### config.mk
export PLATFORM = sky130hd
export DESIGN_NAME = peripheral_bus_arbiter_flat
export DESIGN_NICKNAME = d
export VERILOG_FILES = /design/src/rtl/peripheral_bus_arbiter_if.sv /design/src/rtl/peripheral_bus_arbiter.sv /design/src/flat_wrapper.sv
export SDC_FILE = /design/constraint.sdc
export NUM_CORES = 1
export LEC_CHECK = 0
export BUFFER_PORTS_ARGS = -buffer_cell sky130_fd_sc_hd__buf_4
export CORE_AREA = 3 3 109 111
export DETAILED_ROUTE_END_ITERATION = 8
export DIE_AREA = 0 0 112 114
export PLACE_DENSITY = 0.66
export SLEW_MARGIN = 20
export SYNTH_ARGS = -nofsm -noshare
export SYNTH_HDL_FRONTEND = slang
export SYNTH_SLANG_ARGS = --single-unit
### constraint.sdc
create_clock -name clk -period 2.7 [get_ports clk]
set_input_delay 0.135 -clock clk [delete_from_list [all_inputs] [get_ports clk]]
set_output_delay 0.135 -clock clk [all_outputs]
set_load 0.02 [all_outputs]
### src/rtl/peripheral_bus_arbiter_if.sv
// Bus bundle between the two masters, the arbiter and the shared
// 24-bit peripheral bus.
interface peripheral_bus_arbiter_if;
  logic        master0_we;
  logic        master0_oe;
  logic [23:0] master0_address;
  logic [3:0]  master0_byteSelect;
  logic [31:0] master0_dataWrite;
  logic [31:0] master0_dataRead;
  logic        master0_busy;

  logic        master1_we;
  logic        master1_oe;
  logic [23:0] master1_address;
  logic [3:0]  master1_byteSelect;
  logic [31:0] master1_dataWrite;
  logic [31:0] master1_dataRead;
  logic        master1_busy;

  logic        peripheralBus_we;
  logic        peripheralBus_oe;
  logic [23:0] peripheralBus_address;
  logic [3:0]  peripheralBus_byteSelect;
  logic [31:0] peripheralBus_dataWrite;
  logic        peripheralBus_busy;
  logic [31:0] peripheralBus_dataRead;
  logic        busTimeout;

  modport slave (
    input  master0_we, master0_oe, master0_address,
    input  master0_byteSelect, master0_dataWrite,
    output master0_dataRead, master0_busy,
    input  master1_we, master1_oe, master1_address,
    input  master1_byteSelect, master1_dataWrite,
    output master1_dataRead, master1_busy,
    output peripheralBus_we, peripheralBus_oe,
    output peripheralBus_address, peripheralBus_byteSelect,
    output peripheralBus_dataWrite,
    input  peripheralBus_busy, peripheralBus_dataRead,
    output busTimeout
  );

  modport master (
    output master0_we, master0_oe, master0_address,
    output master0_byteSelect, master0_dataWrite,
    input  master0_dataRead, master0_busy,
    output master1_we, master1_oe, master1_address,
    output master1_byteSelect, master1_dataWrite,
    input  master1_dataRead, master1_busy,
    input  peripheralBus_we, peripheralBus_oe,
    input  peripheralBus_address, peripheralBus_byteSelect,
    input  peripheralBus_dataWrite,
    output peripheralBus_busy, peripheralBus_dataRead,
    input  busTimeout
  );
endinterface

### src/rtl/peripheral_bus_arbiter.sv
// Round-robin two-master arbiter for the peripheral bus.
// Optional stall watchdog: PERIPHERAL_BUS_ARBITER_TIMEOUT_EN.
module peripheral_bus_arbiter #(
  parameter int TIMEOUT_WIDTH = 8
) (
  input  logic clk,
  input  logic rst,
  peripheral_bus_arbiter_if.slave bus
);
  typedef enum logic {IDLE, GRANT} state_t;

  state_t      state, state_nx;
  logic        grant, last_grant;
  logic        req0, req1, winner;
  logic        done, tmo;
  logic        cmp0, cmp1;
  logic        pb_we, pb_oe;
  logic [23:0] pb_addr;
  logic [3:0]  pb_bs;
  logic [31:0] pb_wd;

  assign req0 = bus.master0_we | bus.master0_oe;
  assign req1 = bus.master1_we | bus.master1_oe;
  assign winner = (req0 & req1) ? ~last_grant : req1;

`ifdef PERIPHERAL_BUS_ARBITER_TIMEOUT_EN
  logic [TIMEOUT_WIDTH-1:0] wdog;

  always_ff @(posedge clk) begin
    if (rst || state == IDLE)
      wdog <= '0;
    else if (bus.peripheralBus_busy)
      wdog <= wdog + 1'b1;
  end

  assign tmo = (state == GRANT) & bus.peripheralBus_busy & (&wdog);
`else
  assign tmo = 1'b0;
`endif

  assign done = (state == GRANT) & (~bus.peripheralBus_busy | tmo);

  always_comb begin
    state_nx = state;
    unique case (state)
      IDLE:  if (req0 | req1) state_nx = GRANT;
      GRANT: if (done) state_nx = IDLE;
      default: state_nx = IDLE;
    endcase
  end

  always_ff @(posedge clk) begin
    if (rst) begin
      state      <= IDLE;
      grant      <= 1'b0;
      last_grant <= 1'b1;
      pb_we      <= 1'b0;
      pb_oe      <= 1'b0;
      pb_addr    <= '0;
      pb_bs      <= '0;
      pb_wd      <= '0;
    end else begin
      state <= state_nx;
      if (state == IDLE && (req0 | req1)) begin
        grant <= winner;
        if (winner) begin
          pb_we   <= bus.master1_we;
          pb_oe   <= bus.master1_oe & ~bus.master1_we;
          pb_addr <= bus.master1_address;
          pb_bs   <= bus.master1_byteSelect;
          pb_wd   <= bus.master1_dataWrite;
        end else begin
          pb_we   <= bus.master0_we;
          pb_oe   <= bus.master0_oe & ~bus.master0_we;
          pb_addr <= bus.master0_address;
          pb_bs   <= bus.master0_byteSelect;
          pb_wd   <= bus.master0_dataWrite;
        end
      end else if (done) begin
        last_grant <= grant;
        pb_we      <= 1'b0;
        pb_oe      <= 1'b0;
        pb_addr    <= '0;
        pb_bs      <= '0;
        pb_wd      <= '0;
      end
    end
  end

  // completion is masked while reset is asserted so busy follows req
  assign cmp0 = done & ~grant & ~rst;
  assign cmp1 = done & grant & ~rst;

  assign bus.master0_busy = req0 & ~cmp0;
  assign bus.master1_busy = req1 & ~cmp1;
  assign bus.master0_dataRead =
    (cmp0 & ~tmo) ? bus.peripheralBus_dataRead : '1;
  assign bus.master1_dataRead =
    (cmp1 & ~tmo) ? bus.peripheralBus_dataRead : '1;

  assign bus.peripheralBus_we         = pb_we;
  assign bus.peripheralBus_oe         = pb_oe;
  assign bus.peripheralBus_address    = pb_addr;
  assign bus.peripheralBus_byteSelect = pb_bs;
  assign bus.peripheralBus_dataWrite  = pb_wd;
  assign bus.busTimeout               = tmo & ~rst;
endmodule

### src/flat_wrapper.sv
// flat-port wrapper written by rule: the top's interface ports become plain ports
module peripheral_bus_arbiter_flat 
#(
  parameter int TIMEOUT_WIDTH = 8
)
  (clk, rst, bus_master0_we, bus_master0_oe, bus_master0_address, bus_master0_byteSelect, bus_master0_dataWrite, bus_master0_dataRead, bus_master0_busy, bus_master1_we, bus_master1_oe, bus_master1_address, bus_master1_byteSelect, bus_master1_dataWrite, bus_master1_dataRead, bus_master1_busy, bus_peripheralBus_we, bus_peripheralBus_oe, bus_peripheralBus_address, bus_peripheralBus_byteSelect, bus_peripheralBus_dataWrite, bus_peripheralBus_busy, bus_peripheralBus_dataRead, bus_busTimeout);
  peripheral_bus_arbiter_if bus_i ();
  input  logic clk;
  input  logic rst;
  input wire logic [$bits(bus_i.master0_we)-1:0] bus_master0_we;
  input wire logic [$bits(bus_i.master0_oe)-1:0] bus_master0_oe;
  input wire logic [$bits(bus_i.master0_address)-1:0] bus_master0_address;
  input wire logic [$bits(bus_i.master0_byteSelect)-1:0] bus_master0_byteSelect;
  input wire logic [$bits(bus_i.master0_dataWrite)-1:0] bus_master0_dataWrite;
  output wire logic [$bits(bus_i.master0_dataRead)-1:0] bus_master0_dataRead;
  output wire logic [$bits(bus_i.master0_busy)-1:0] bus_master0_busy;
  input wire logic [$bits(bus_i.master1_we)-1:0] bus_master1_we;
  input wire logic [$bits(bus_i.master1_oe)-1:0] bus_master1_oe;
  input wire logic [$bits(bus_i.master1_address)-1:0] bus_master1_address;
  input wire logic [$bits(bus_i.master1_byteSelect)-1:0] bus_master1_byteSelect;
  input wire logic [$bits(bus_i.master1_dataWrite)-1:0] bus_master1_dataWrite;
  output wire logic [$bits(bus_i.master1_dataRead)-1:0] bus_master1_dataRead;
  output wire logic [$bits(bus_i.master1_busy)-1:0] bus_master1_busy;
  output wire logic [$bits(bus_i.peripheralBus_we)-1:0] bus_peripheralBus_we;
  output wire logic [$bits(bus_i.peripheralBus_oe)-1:0] bus_peripheralBus_oe;
  output wire logic [$bits(bus_i.peripheralBus_address)-1:0] bus_peripheralBus_address;
  output wire logic [$bits(bus_i.peripheralBus_byteSelect)-1:0] bus_peripheralBus_byteSelect;
  output wire logic [$bits(bus_i.peripheralBus_dataWrite)-1:0] bus_peripheralBus_dataWrite;
  input wire logic [$bits(bus_i.peripheralBus_busy)-1:0] bus_peripheralBus_busy;
  input wire logic [$bits(bus_i.peripheralBus_dataRead)-1:0] bus_peripheralBus_dataRead;
  output wire logic [$bits(bus_i.busTimeout)-1:0] bus_busTimeout;
  assign bus_i.master0_we = bus_master0_we;
  assign bus_i.master0_oe = bus_master0_oe;
  assign bus_i.master0_address = bus_master0_address;
  assign bus_i.master0_byteSelect = bus_master0_byteSelect;
  assign bus_i.master0_dataWrite = bus_master0_dataWrite;
  assign bus_master0_dataRead = bus_i.master0_dataRead;
  assign bus_master0_busy = bus_i.master0_busy;
  assign bus_i.master1_we = bus_master1_we;
  assign bus_i.master1_oe = bus_master1_oe;
  assign bus_i.master1_address = bus_master1_address;
  assign bus_i.master1_byteSelect = bus_master1_byteSelect;
  assign bus_i.master1_dataWrite = bus_master1_dataWrite;
  assign bus_master1_dataRead = bus_i.master1_dataRead;
  assign bus_master1_busy = bus_i.master1_busy;
  assign bus_peripheralBus_we = bus_i.peripheralBus_we;
  assign bus_peripheralBus_oe = bus_i.peripheralBus_oe;
  assign bus_peripheralBus_address = bus_i.peripheralBus_address;
  assign bus_peripheralBus_byteSelect = bus_i.peripheralBus_byteSelect;
  assign bus_peripheralBus_dataWrite = bus_i.peripheralBus_dataWrite;
  assign bus_i.peripheralBus_busy = bus_peripheralBus_busy;
  assign bus_i.peripheralBus_dataRead = bus_peripheralBus_dataRead;
  assign bus_busTimeout = bus_i.busTimeout;
  peripheral_bus_arbiter #(.TIMEOUT_WIDTH(TIMEOUT_WIDTH)) u_core (.clk(clk), .rst(rst), .bus(bus_i));
endmodule
After elaboration in Yosys (flattened, before gate mapping)
Index checks and enable logic that the tools add are counted.
{"block": "classes", "n_mux": 20, "n_bitwise": 23, "reduce_logical": 3}
{"operator": "2-to-1 mux 32 bit", "n": 5}
{"operator": "2-to-1 mux 24 bit", "n": 3}
{"operator": "2-to-1 mux 4 bit", "n": 3}
{"operator": "bitwise AND 1 bit", "n": 10}
{"operator": "inverter 1 bit", "n": 10}
{"operator": "2-to-1 mux 1 bit", "n": 8}
{"operator": "bitwise OR 1 bit", "n": 3}
{"operator": "case mux 1 bit (2 select lines)", "n": 1}
{"operator": "AND reduction 2 bit", "n": 1}
{"operator": "nonzero test 2 bit", "n": 1}
{"operator": "logical AND 1 bit", "n": 1}
{"block": "totals", "register_bits": 65, "in_bits": 159, "out_inout_bits": 129, "wordCells": 54}

Longest topological paths before layout
Gate-level depths: netlist of the first run.
{"block": "logic_depth", "word_depth": 6, "ltp_mapped": 6, "depth_no_buf": 4}

Worst setup path after synthesis of the first run
Ideal clock, no wire load.
{"block": "synth_path", "path_type": "flip-flop to output port", "from": "reg u_core.state", "to": "out bus_master1_dataRead[10]", "arrival_ns": 1.339, "setup_slack_ns": 1.226, "stages_incl_launch_ff": 5, "cell_sequence": "dfxtp_1 nand2b_1 nor3b_2 clkbuf_1 or2b_1"}
{"block": "synth_via", "elab_chain_len": 4}
{"element": "start, declared", "line": "peripheral_bus_arbiter.sv:12", "text": "state_t state, state_nx;"}
{"element": "start signal, assigned", "line": "peripheral_bus_arbiter.sv:63", "text": "state <= state_nx;"}
{"element": "bitwise AND 1 bit", "line": "peripheral_bus_arbiter.sv:41", "text": "assign done = (state == GRANT) & (~bus.peripheralBus_busy | tmo);"}
{"element": "bitwise AND 1 bit (2 in series)", "line": "peripheral_bus_arbiter.sv:92", "text": "assign cmp1 = done & grant & ~rst;"}
{"element": "2-to-1 mux 32 bit", "line": "peripheral_bus_arbiter.sv:99", "text": "(cmp1 & ~tmo) ? bus.peripheralBus_dataRead : '1;"}
{"element": "end, declared", "line": "flat_wrapper.sv:22", "text": "output wire logic [$bits(bus_i.master1_dataRead)-1:0] bus_master1_dataRead;"}
No other way between the ends.

Worst setup path in the final report of the first run
{"block": "layout_path", "from": "reg u_core.state", "to": "out bus_master1_dataRead[3]"}
The elaborated chain is that of the path after synthesis.

==> results of run 1 <==
[Yosys cell counts]
cell and instances:
inv_1 3, mux2i_2 1, buf_2 8, buf_4 1, or2b_1 12, or2_1 1, nand3_1 2, buf_6 7
nor2_4 1, a31oi_1 1, mux2i_1 60, nand2_1 1, and2_1 1, nor2_1 5, buf_8 6, a21oi_1 2
a21oi_2 1, dfxtp_1 65, o221ai_1 1, o21ai_0 3, nor4_4 1, o2bb2ai_1 57, nor3_2 1, nor3b_2 1
a211o_1 1, nand2b_1 56, clkbuf_1 6, o2bb2ai_2 4, conb_1 1, a21o_1 1, a211oi_1 1
[power groups by stage]
stage          clock (W)  sequential, W  combinational, W
3_3_place_gp           0        0.00110          0.000725
5_1_grt          0.00109        0.00109          0.000780
6_report         0.00102        0.00108          0.000725
3_5_place_dp           0        0.00110          0.000736
2_1_floorplan          0        0.00119          0.000290
4_1_cts          0.00105        0.00108          0.000737
[critical path: cells and delay by family (launching register included)]
family / cells / cell delay [ns]
buffers and inverters: 2 / 0.49
DFF: 1 / 0.41
and+or+nand+nor: 3 / 0.59
[metal layers]
metal | global-route usage (%) | wire length [microns] | vias to the layer above
li1 | - | - | 1681
met1 | 19.4 | 4340 | 1540
met2 | 31.3 | 5990 | 174
met3 | 6.53 | 1170 | 19
met4 | 6.09 | 253 | 0
met5 | 0 | 0 | -
[state kept, by name (all words and copies together) (netlist names)]
signal,flops
u_core.bus.peripheralBus_address,24
u_core.bus.peripheralBus_byteSelect,4
u_core.bus.peripheralBus_dataWrite,32
u_core.bus.peripheralBus_oe,1
u_core.bus.peripheralBus_we,1
u_core.grant,1
u_core.last_grant,1
u_core.state,1
[path summary, 6_finish.rpt]
check	from	to	slack, ns	cells after the start
max	u_core.state$_SDFF_PP0_	bus_master1_dataRead[3]	0.74	5
min	bus_master0_dataWrite[27]	u_core.bus.peripheralBus_dataWrite[27]$_SDFFE_PP0P_	0.05	3
max reg2reg	u_core.last_grant$_SDFFE_PP1P_	u_core.bus.peripheralBus_dataWrite[5]$_SDFFE_PP0P_	1.20	4
min reg2reg	u_core.bus.peripheralBus_dataWrite[12]$_SDFFE_PP0P_	u_core.bus.peripheralBus_dataWrite[12]$_SDFFE_PP0P_	0.47	1
[kinds of logic (layout without fill, tap and decap cells)]
kind of cell	Yosys count	in the layout	share of synthesized area (%)
AO/OA/AOI/OAI	72	72	18.9
other	1	1	0.112
flip-flops	65	65	38.9
multiplexers	61	61	18.4
AND/OR/NAND/NOR	82	82	16.2
buffers and inverters	31	312	7.49
[final cells by class]
type	count	area (sq um)	share of cell area [%]
Clock inverter	7	125	2.18
Inverter	3	11.3	0.196
Multi-Input combinational cell	216	1800	31.3
Clock buffer	9	124	2.15
Timing Repair Buffer	293	2210	38.5
Tap cell	140	175	3.05
Sequential cell	65	1300	22.6
[metrics by stage]
step	total power [W]	area, sq um	instances
after CTS	0.00287	5750	733
after global placement	0.00183	5500	717
after floorplan	0.00148	3340	312
after detailed placement	0.00184	5500	717
after global routing	0.00296	5750	733
final	0.00282	5750	733
==> impl_metrics.csv, run 1 <==
group,metric,value,unit
pwr,ir_drop,0.278,mV
timing,setup_viol,0,
clock_network,cts-resized-gates,0,
setup_path,end_kind,"output pin",
place,dp_hpwl,9460,microns
pwr,p_switching,0.000787,W
setup_path,crit_arrival,1.82,ns
routing,viasPerCell,4.66,
routing,wl_per_cell,16.0,microns
timing,whs,0.0456,ns
setup_path,crit_required,2.57,ns
clock_network,clkTransAtPathRegs,0.09,ns
clock_network,insertion_delay,0.35,ns
yosys,synth_area,3340,sq um
setup_path,path_cells,"nand2b_1, nor3b_2, buf_4, or2b_1, buf_4",
pwr,comb_power_share,25.7,%
pwr,seqPwrFrac,38.3,%
die,fp.dieArea,12800,sq um
global_routing,grt_pass1_wl,18100,microns
clock_network,cts_hold_buf,0,
clock_network,cts_sinks,65,
timing,fin_crit_sh,72.4,%
final_layout,syn_to_final_growth,72.0,%
run,drv_cap,0,
final_layout,final_cell_mix,"buf_4, dfxtp_1, mux2i_1, o2bb2ai_1, nand2b_1",
place,place.gp.congestion,0.838,
setup_path,cpMaxStageDelayCell,"dfxtp_1",
yosys,syn-num-nets,471,
die,die_w,112,microns
timing,fin_crit,1.96,ns
final_layout,final_common_cell,"buf_4",
routing,drt_wl_total,11800,microns
yosys,postSynthCellCount,312,
setup_path,criticalPathCategory,"reg2out",
pwr,leakage,2.54,nW
timing,slew_violations,0,
routing,drtIter0Drc,112,
die,rows,38,
pwr,clkPwrFrac,36.0,%
timing,worstMarginPinSlew,0.661,ns
global_routing,overflow,0,
clock_network,root_buffer,"clkbuf_8",
yosys,synth_area_leaders,"dfxtp_1, mux2i_1, o2bb2ai_1",
final_layout,diodes,0,
die,ioPinCount,288,
timing,hold_viol,0,
yosys,yosysWarnings,0,
global_routing,grt_pass1_vias,3536,
die,start_util,30.7,%
final_layout,utilization,52.8,%
timing,finalClockSkew,0.0179,ns
setup_path,max_stage_delay,0.41,ns
hold_path,worstHoldPathType,"in2reg",
clock_network,cts-buffers-inserted,9,
routing,drcViolationCount,0,
timing,setup_ws,0.745,ns
timing,rsz0062_at_grt,"false",
pwr,switching_share,27.9,%
global_routing,antenna_found_initial,0,
place,dp_slack,0.909,ns
routing,drtAntennaViolNets,0,
die,core,10900,sq um
clock_network,post-cts-setup-buffer-count,0,
yosys,synthDistinctLibCells,31,
clock_network,cts_buffer_depth,2,
die,die_height,114,microns
yosys,avgSynthCellArea,10.7,sq um
final_layout,layout.nets,747,
final_layout,drive_gt1_share,54.0,%
timing,tns,0,ns
pwr,cellPowerDensity,491,nW/um^2
global_routing,grt_util_all_layers,17.6,%
setup_path,cp-start-kind,"register",
place,portBuffers,286,
run_status,outcome,"complete, no violations",
yosys,synth_top_area_cell,"dfxtp_1",
yosys,yosysSeqAreaShare,38.9,%
pwr,p_int,0.00204,W
global_routing,grt_max_degree,36,
setup_path,cp_max_fo,33,
routing,first_pass_iters,4,
timing,slew_headroom,55.9,%
routing,num_vias,3414,
yosys,synth_top_area_share,38.9,%
timing,fmaxAchievable,0.512,GHz
final_layout,fill_cells,985,
clock_network,cts_tree,"built",
yosys,ys_ff_latch,65,
setup_path,crit_top_cell,"buf_4",
clock_network,htree_levels,3,
(Power assumes the default switching activity.)
==> run 2: changes to the inputs <==
--- a/config.mk
+++ b/config.mk
@@ -5,11 +5,12 @@
 export SDC_FILE = /design/constraint.sdc
 export NUM_CORES = 1
 export LEC_CHECK = 0
+export ABC_AREA = 1
 export BUFFER_PORTS_ARGS = -buffer_cell sky130_fd_sc_hd__buf_4
-export CORE_AREA = 3 3 109 111
+export CORE_AREA = 3 3 111 113
 export DETAILED_ROUTE_END_ITERATION = 8
-export DIE_AREA = 0 0 112 114
-export PLACE_DENSITY = 0.66
+export DIE_AREA = 0 0 114 116
+export PLACE_DENSITY = 0.69
 export SLEW_MARGIN = 20
 export SYNTH_ARGS = -nofsm -noshare
 export SYNTH_HDL_FRONTEND = slang
==> constraint.sdc (replaced) <==
create_clock -name clk -period 1.8 [get_ports clk]
set_input_delay 0.09 -clock clk [delete_from_list [all_inputs] [get_ports clk]]
set_output_delay 0.09 -clock clk [all_outputs]
set_load 0.02 [all_outputs]
==> run 2 against run 1 <==
  * Via count rose by 41%
  * First-iteration DRC count up 120%
  * Wire length rose by 31%
  * Core utilization rose by 4.6 points
  * Register-to-register slack worse by 0.69 ns
  * Non-clock buffer count grew 12
  * Count of clock-buffer cells in the layout up 3
  * Critical endpoint is now bus_master1_dataRead[1]
  * Largest power group is now the clock network
==> impl_metrics.csv, run 2 <==
group,metric,value,unit
routing,drcViolationCount,0,
final_layout,layout.nets,1031,
hold_path,hold_depth,4,
clock_network,htree_levels,3,
timing,finalClockSkew,0.00534,ns
pwr,cellPowerDensity,722,nW/um^2
die,core,11400,sq um
final_layout,final_cell_mix,"buf_4, nand2_1, nand3_1, inv_1, dfxtp_1",
hold_path,worstHoldPathType,"in2reg",
place,place.gp.congestion,0.885,
die,die_height,116,microns
yosys,synth_top_area_share,33.2,%
routing,num_vias,4827,
setup_path,reg2reg_depth,7,
routing,drtIter0Drc,246,
global_routing,busiest_layer,"met2",
setup_path,rr_endpoint,"u_core.bus.peripheralBus_we$_SDFFE_PP0P_",
pwr,ir_drop,0.368,mV
timing,slew_violations,0,
global_routing,met2_usage,38.8,%
yosys,synthAdderAreaFrac,0,%
yosys,synth_compound_area_share,8.82,%
die,rows,39,
yosys,yosysSeqAreaShare,33.2,%
clock_network,root_buffer,"clkbuf_16",
yosys,yosysMostFrequentCell,"nand2_1",
place,dp_hpwl,11400,microns
setup_path,r2r-start,"u_core.last_grant$_SDFFE_PP1P_",
timing,fmaxAchievable,0.563,GHz
die,die_w,114,microns
clock_network,cts-buffers-inserted,9,
yosys,synthDistinctLibCells,19,
place,portBuffers,286,
setup_path,ff2ff_setup_slack,0.51,ns
yosys,ys.flop_type,"dfxtp_1",
die,ioPinCount,288,
timing,fin_crit,1.78,ns
yosys,avgSynthCellArea,6.45,sq um
final_layout,syn_to_final_growth,67.3,%
die,fp.dieArea,13200,sq um
clock_network,cts_buffer_depth,2,
hold_path,hold-path-endpoint,"u_core.bus.peripheralBus_oe$_SDFFE_PP0P_",
run_status,outcome,"complete, no violations",
routing,drtAntennaViolNets,0,
pwr,power,0.00473,W
yosys,syn-num-nets,766,
timing,hold_viol,0,
routing,wl_per_cell,15.0,microns
timing,rsz0062_at_grt,"true",
yosys,synth_area_leaders,"dfxtp_1, nand3_1, nand2_1",
routing,first_pass_iters,4,
setup_path,cp-start-kind,"register",
yosys,synthXorXnorAreaFrac,0,%
yosys,synthMuxAreaShare,0,%
clock_network,insertion_delay,0.31,ns
global_routing,grt_util_met1,23.5,%
global_routing,grt_pass1_wl,22500,microns
pwr,leakage,3.34,nW
hold_path,hp-start,"bus_master1_we",
yosys,postSynthCellCount,607,
yosys,synthSimpleGateAreaFrac,41.8,%
timing,tns,0,ns
yosys,synth_edf_count,0,
run,drv_cap,0,
die,start_util,34.3,%
final_layout,largest_reg_flops,32,
global_routing,grt_util_all_layers,21.2,%
yosys,async_reset_ff_share,0,%
final_layout,drive_gt1_share,37.6,%
final_layout,final_common_cell,"buf_4",
global_routing,overflow,0,
yosys,synth_top_family_by_area,"simple AND/OR/NAND/NOR gates",
global_routing,grt_use_met3,6.42,%
yosys,synth_top_area_cell,"dfxtp_1",
timing,fin_crit_sh,98.7,%
timing,setup_viol,0,
routing,viasPerCell,4.73,
clock_network,clkTransAtPathRegs,0.05,ns
setup_path,cp_max_fo,8,
yosys,synth_area,3920,sq um
routing,drt_wl_total,15400,microns
clock_network,cts_tree,"built",
setup_path,crit_required,1.71,ns
global_routing,antenna_found_initial,2,
setup_path,end_kind,"output pin",
global_routing,grt_pass1_vias,4408,
clock_network,cts_sinks,65,
setup_path,crit_arrival,1.69,ns
yosys,netlist_top_cells_count,"nand2_1, nand3_1, inv_1",
global_routing,grt_max_degree,63,
setup_path,criticalPathCategory,"reg2out",
yosys,ys_ff_latch,65,
yosys,yosysWarnings,0,
==> run 2: per-stage QoR <==
stage          cells  hold slack, ns  util [%]  instance area, sq um  setup slack (ns)
2_1_floorplan    607           0.274         -                  3920             0.518
3_3_place_gp    1000           0.443      53.7                  6140             0.337
3_5_place_dp    1000           0.441      53.7                  6140             0.297
4_1_cts         1015           0.102      56.3                  6430            0.0142
5_1_grt         1021           0.125      57.4                  6550           -0.0303
6_report        1021           0.109      57.4                  6550            0.0233
==> run 2: area by class of cell <==
type	instances	area (sq um)
Antenna cell	2	5.00
Clock buffer	12	256
Clock inverter	3	40.0
Fill cell	1116	4860
Inverter	99	372
Multi-Input combinational cell	392	1990
Sequential cell	65	1300
Tap cell	143	179
Timing Repair Buffer	305	2410
==> run 2: logic make-up (layout without fill, tap and decap cells) <==
group,count (synthesis),in the layout
buf+inv,150,419
compound gates,66,66
flops,65,65
simple gates,325,325
other cells,1,3
==> run 2: how the worst max path moves through the flow <==
stage	start	to	slack [ns]	cells after the start
final	u_core.state$_SDFF_PP0_	bus_master1_dataRead[1]	0.02	7
after global routing	u_core.state$_SDFF_PP0_	bus_master1_dataRead[1]	-0.03	7
after CTS	u_core.state$_SDFF_PP0_	bus_master1_dataRead[14]	0.01	6
after detailed placement	bus_master1_we	u_core.bus.peripheralBus_dataWrite[16]$_SDFFE_PP0P_	0.30	7
after global placement	bus_master1_we	u_core.bus.peripheralBus_we$_SDFFE_PP0P_	0.34	7
after floorplan	u_core.state$_SDFF_PP0_	bus_master1_dataRead[10]	0.52	5
==> run 2: timing repair <==
action,in CTS,in global routing
hold buffers,0,0
endpoints found under the setup margin,0,32
setup buffers,0,2
resized for setup,0,18
==> run 2: metal layers <==
layer | routed length, microns | share of wire (%)
met1 | 5850 | 38
met2 | 8000 | 52
met3 | 1290 | 8.4
met4 | 212 | 1.4
met5 | 0 | 0
==> run 2: where the power goes <==
part / leakage, nW / internal [W] / switching [W]
clock network: 0.148 / 0.00113 / 0.000583
logic: 2.66 / 0.000630 / 0.000748
registers: 0.538 / 0.00157 / 0.0000683
total: 3.34 / 0.00333 / 0.00140
==> run 2: critical path, cell delays in order, from the launching register on <==
cell and delay [ns]:
dfxtp_2 0.33, inv_2 0.04, or2_4 0.27, nor3b_4 0.22, buf_6 0.15, buf_6 0.14
nand2_1 0.07, buf_4 0.16
==> run 3: changes to the inputs <==
--- a/config.mk
+++ b/config.mk
@@ -10,7 +10,7 @@
 export CORE_AREA = 3 3 111 113
 export DETAILED_ROUTE_END_ITERATION = 8
 export DIE_AREA = 0 0 114 116
-export PLACE_DENSITY = 0.69
+export PLACE_DENSITY = 0.67
 export SLEW_MARGIN = 20
 export SYNTH_ARGS = -nofsm -noshare
 export SYNTH_HDL_FRONTEND = slang
==> run 3 against run 2 <==
  * Cell count is 0.29% higher
  * Critical endpoint is now bus_master1_dataRead[17]
  * Core utilization up 0.78 points
  * Final area rose by 1.4%
==> impl_metrics.csv, run 3 (synthesis results as in run 2) <==
group,metric,value,unit
run_status,outcome,"complete, no violations",
timing,whs,0.111,ns
run,drv_cap,0,
routing,drcViolationCount,0,
global_routing,grt_max_degree,65,
setup_path,r2r-start,"u_core.state$_SDFF_PP0_",
setup_path,cpMaxStageDelayCell,"dfxtp_2",
setup_path,timing.critical_path.depth,7,
routing,drtAntennaViolNets,0,
timing,worstMarginPinSlew,0.674,ns
die,start_util,34.3,%
timing,setup_viol,0,
clock_network,root_buffer,"clkbuf_16",
clock_network,cts_tree,"built",
clock_network,cts_buffer_depth,2,
routing,viasPerCell,4.84,
clock_network,cts_sinks,65,
setup_path,crit_required,1.71,ns
setup_path,critPathTopFamily,"simple AND/OR/NAND/NOR gates",
pwr,leakage,3.38,nW
routing,drtIter0Drc,261,
hold_path,worstHoldPathType,"in2reg",
clock_network,insertion_delay,0.32,ns
routing,first_pass_iters,5,
setup_path,path_cells,"inv_2, or2_4, nor3b_4, buf_6, clkbuf_16, nand2_2, buf_6",
routing,num_vias,4956,
die,core,11400,sq um
setup_path,cp-start-kind,"register",
clock_network,htree_levels,3,
final_layout,drive_gt1_share,39.6,%
final_layout,utilization,58.2,%
timing,fin_crit,1.80,ns
die,rows,39,
die,fp.dieArea,13200,sq um
timing,slew_headroom,55.0,%
global_routing,grt_util_all_layers,21.0,%
setup_path,rr_endpoint,"u_core.bus.peripheralBus_dataWrite[21]$_SDFFE_PP0P_",
global_routing,grt_pass1_wl,22200,microns
timing,slew_violations,0,
final_layout,largest_reg_flops,32,
die,die_w,114,microns
routing,drt_wl_total,15400,microns
timing,fmaxAchievable,0.557,GHz
clock_network,clkTransAtPathRegs,0.05,ns
timing,rsz0062_at_grt,"true",
timing,hold_viol,0,
setup_path,end_kind,"output pin",
setup_path,reg2reg_depth,5,
die,ioPinCount,288,
setup_path,worst-path-buf-inv,4,
pwr,cellPowerDensity,734,nW/um^2
hold_path,hold_depth,5,
final_layout,syn_to_final_growth,69.6,%
place,portBuffers,286,
setup_path,cp_max_fo,8,
setup_path,max_stage_delay,0.33,ns
final_layout,layout.nets,1033,
setup_path,ff2ff_setup_slack,0.28,ns
timing,fin_crit_sh,99.8,%
setup_path,crit_arrival,1.71,ns
routing,wl_per_cell,15.1,microns
global_routing,overflow,0,
clock_network,cts_hold_buf,0,
global_routing,antenna_found_initial,2,
hold_path,hold-path-endpoint,"u_core.bus.peripheralBus_dataWrite[30]$_SDFFE_PP0P_",
setup_path,crit_top_cell,"buf_6",
timing,finalClockSkew,0.00555,ns
die,die_height,116,microns
pwr,ir_drop,0.424,mV
place,dp_hpwl,11300,microns
clock_network,cts-buffers-inserted,9,
final_layout,final_cell_mix,"buf_4, nand3_1, nand2_1, inv_1, dfxtp_1",
hold_path,hp-start,"bus_master0_dataWrite[30]",
global_routing,grt_pass1_vias,4473,
final_layout,final_common_cell,"buf_4",
setup_path,criticalPathCategory,"reg2out",
place,place.gp.congestion,0.900,
final_layout,fill_cells,1087,
[run 3: worst register-to-register path: stages, from the launching register on]
cell     delay, ns
dfxtp_2       0.32
inv_2         0.06
or2_4         0.15
buf_4         0.56
nand3_1       0.16
a21oi_1       0.19
[run 3: final cells by class]
cell class	count	area [sq um]	share of cell area (%)
flip-flops and latches	65	1300	19.6
inverters	99	372	5.59
well taps	143	179	2.69
repair buffers	307	2440	36.7
diodes	2	5.00	0.0753
multi-input cells	392	2030	30.5
clock inverters	5	78.8	1.19
clock buffers	11	243	3.65
[run 3: layer usage]
layer	vias to the layer above	part of all wire [%]	GRT usage [%]	wire, microns
li1	2473	-	-	-
met4	0	3.0	8.95	469
met3	31	8.0	5.07	1240
met2	205	51	38.1	7840
met1	2247	38	23.5	5880
met5	-	0	0	0
[run 3: worst max-delay path by stage]
stage	from	end	slack (ns)
floorplan	u_core.state$_SDFF_PP0_	bus_master1_dataRead[10]	0.52
global placement	bus_master1_oe	u_core.bus.peripheralBus_address[23]$_SDFFE_PP0P_	0.32
detailed placement	bus_master1_oe	u_core.bus.peripheralBus_dataWrite[21]$_SDFFE_PP0P_	0.26
CTS	u_core.state$_SDFF_PP0_	bus_master0_dataRead[31]	0.02
global route	u_core.state$_SDFF_PP0_	bus_master1_dataRead[24]	-0.05
finish	u_core.state$_SDFF_PP0_	bus_master1_dataRead[17]	0.003
[run 3: report_power, final]
part	switching, W	internal, W
clock network	0.000613	0.00125
registers	0.0000712	0.00157
logic	0.000746	0.000628
[run 3: through the flow]
| step | instance area (sq um) | worst slack, ns | setup TNS [ns] | instances | total power, W |
|---|---|---|---|---|---|
| 2_1_floorplan | 3920 | 0.518 | 0 | 607 | 0.00240 |
| 3_3_place_gp | 6120 | 0.317 | 0 | 999 | 0.00303 |
| 3_5_place_dp | 6120 | 0.256 | 0 | 999 | 0.00304 |
| 4_1_cts | 6440 | 0.0174 | 0 | 1015 | 0.00492 |
| 5_1_grt | 6640 | -0.0460 | -0.800 | 1024 | 0.00512 |
| 6_report | 6640 | 0.00320 | 0 | 1024 | 0.00488 |
[run 3: timing repair]
item / in CTS / in global routing
resized for setup: 0 / 35
setup buffers: 0 / 4
endpoints found under the hold margin: 0 / 0
setup endpoints to repair: 0 / 57
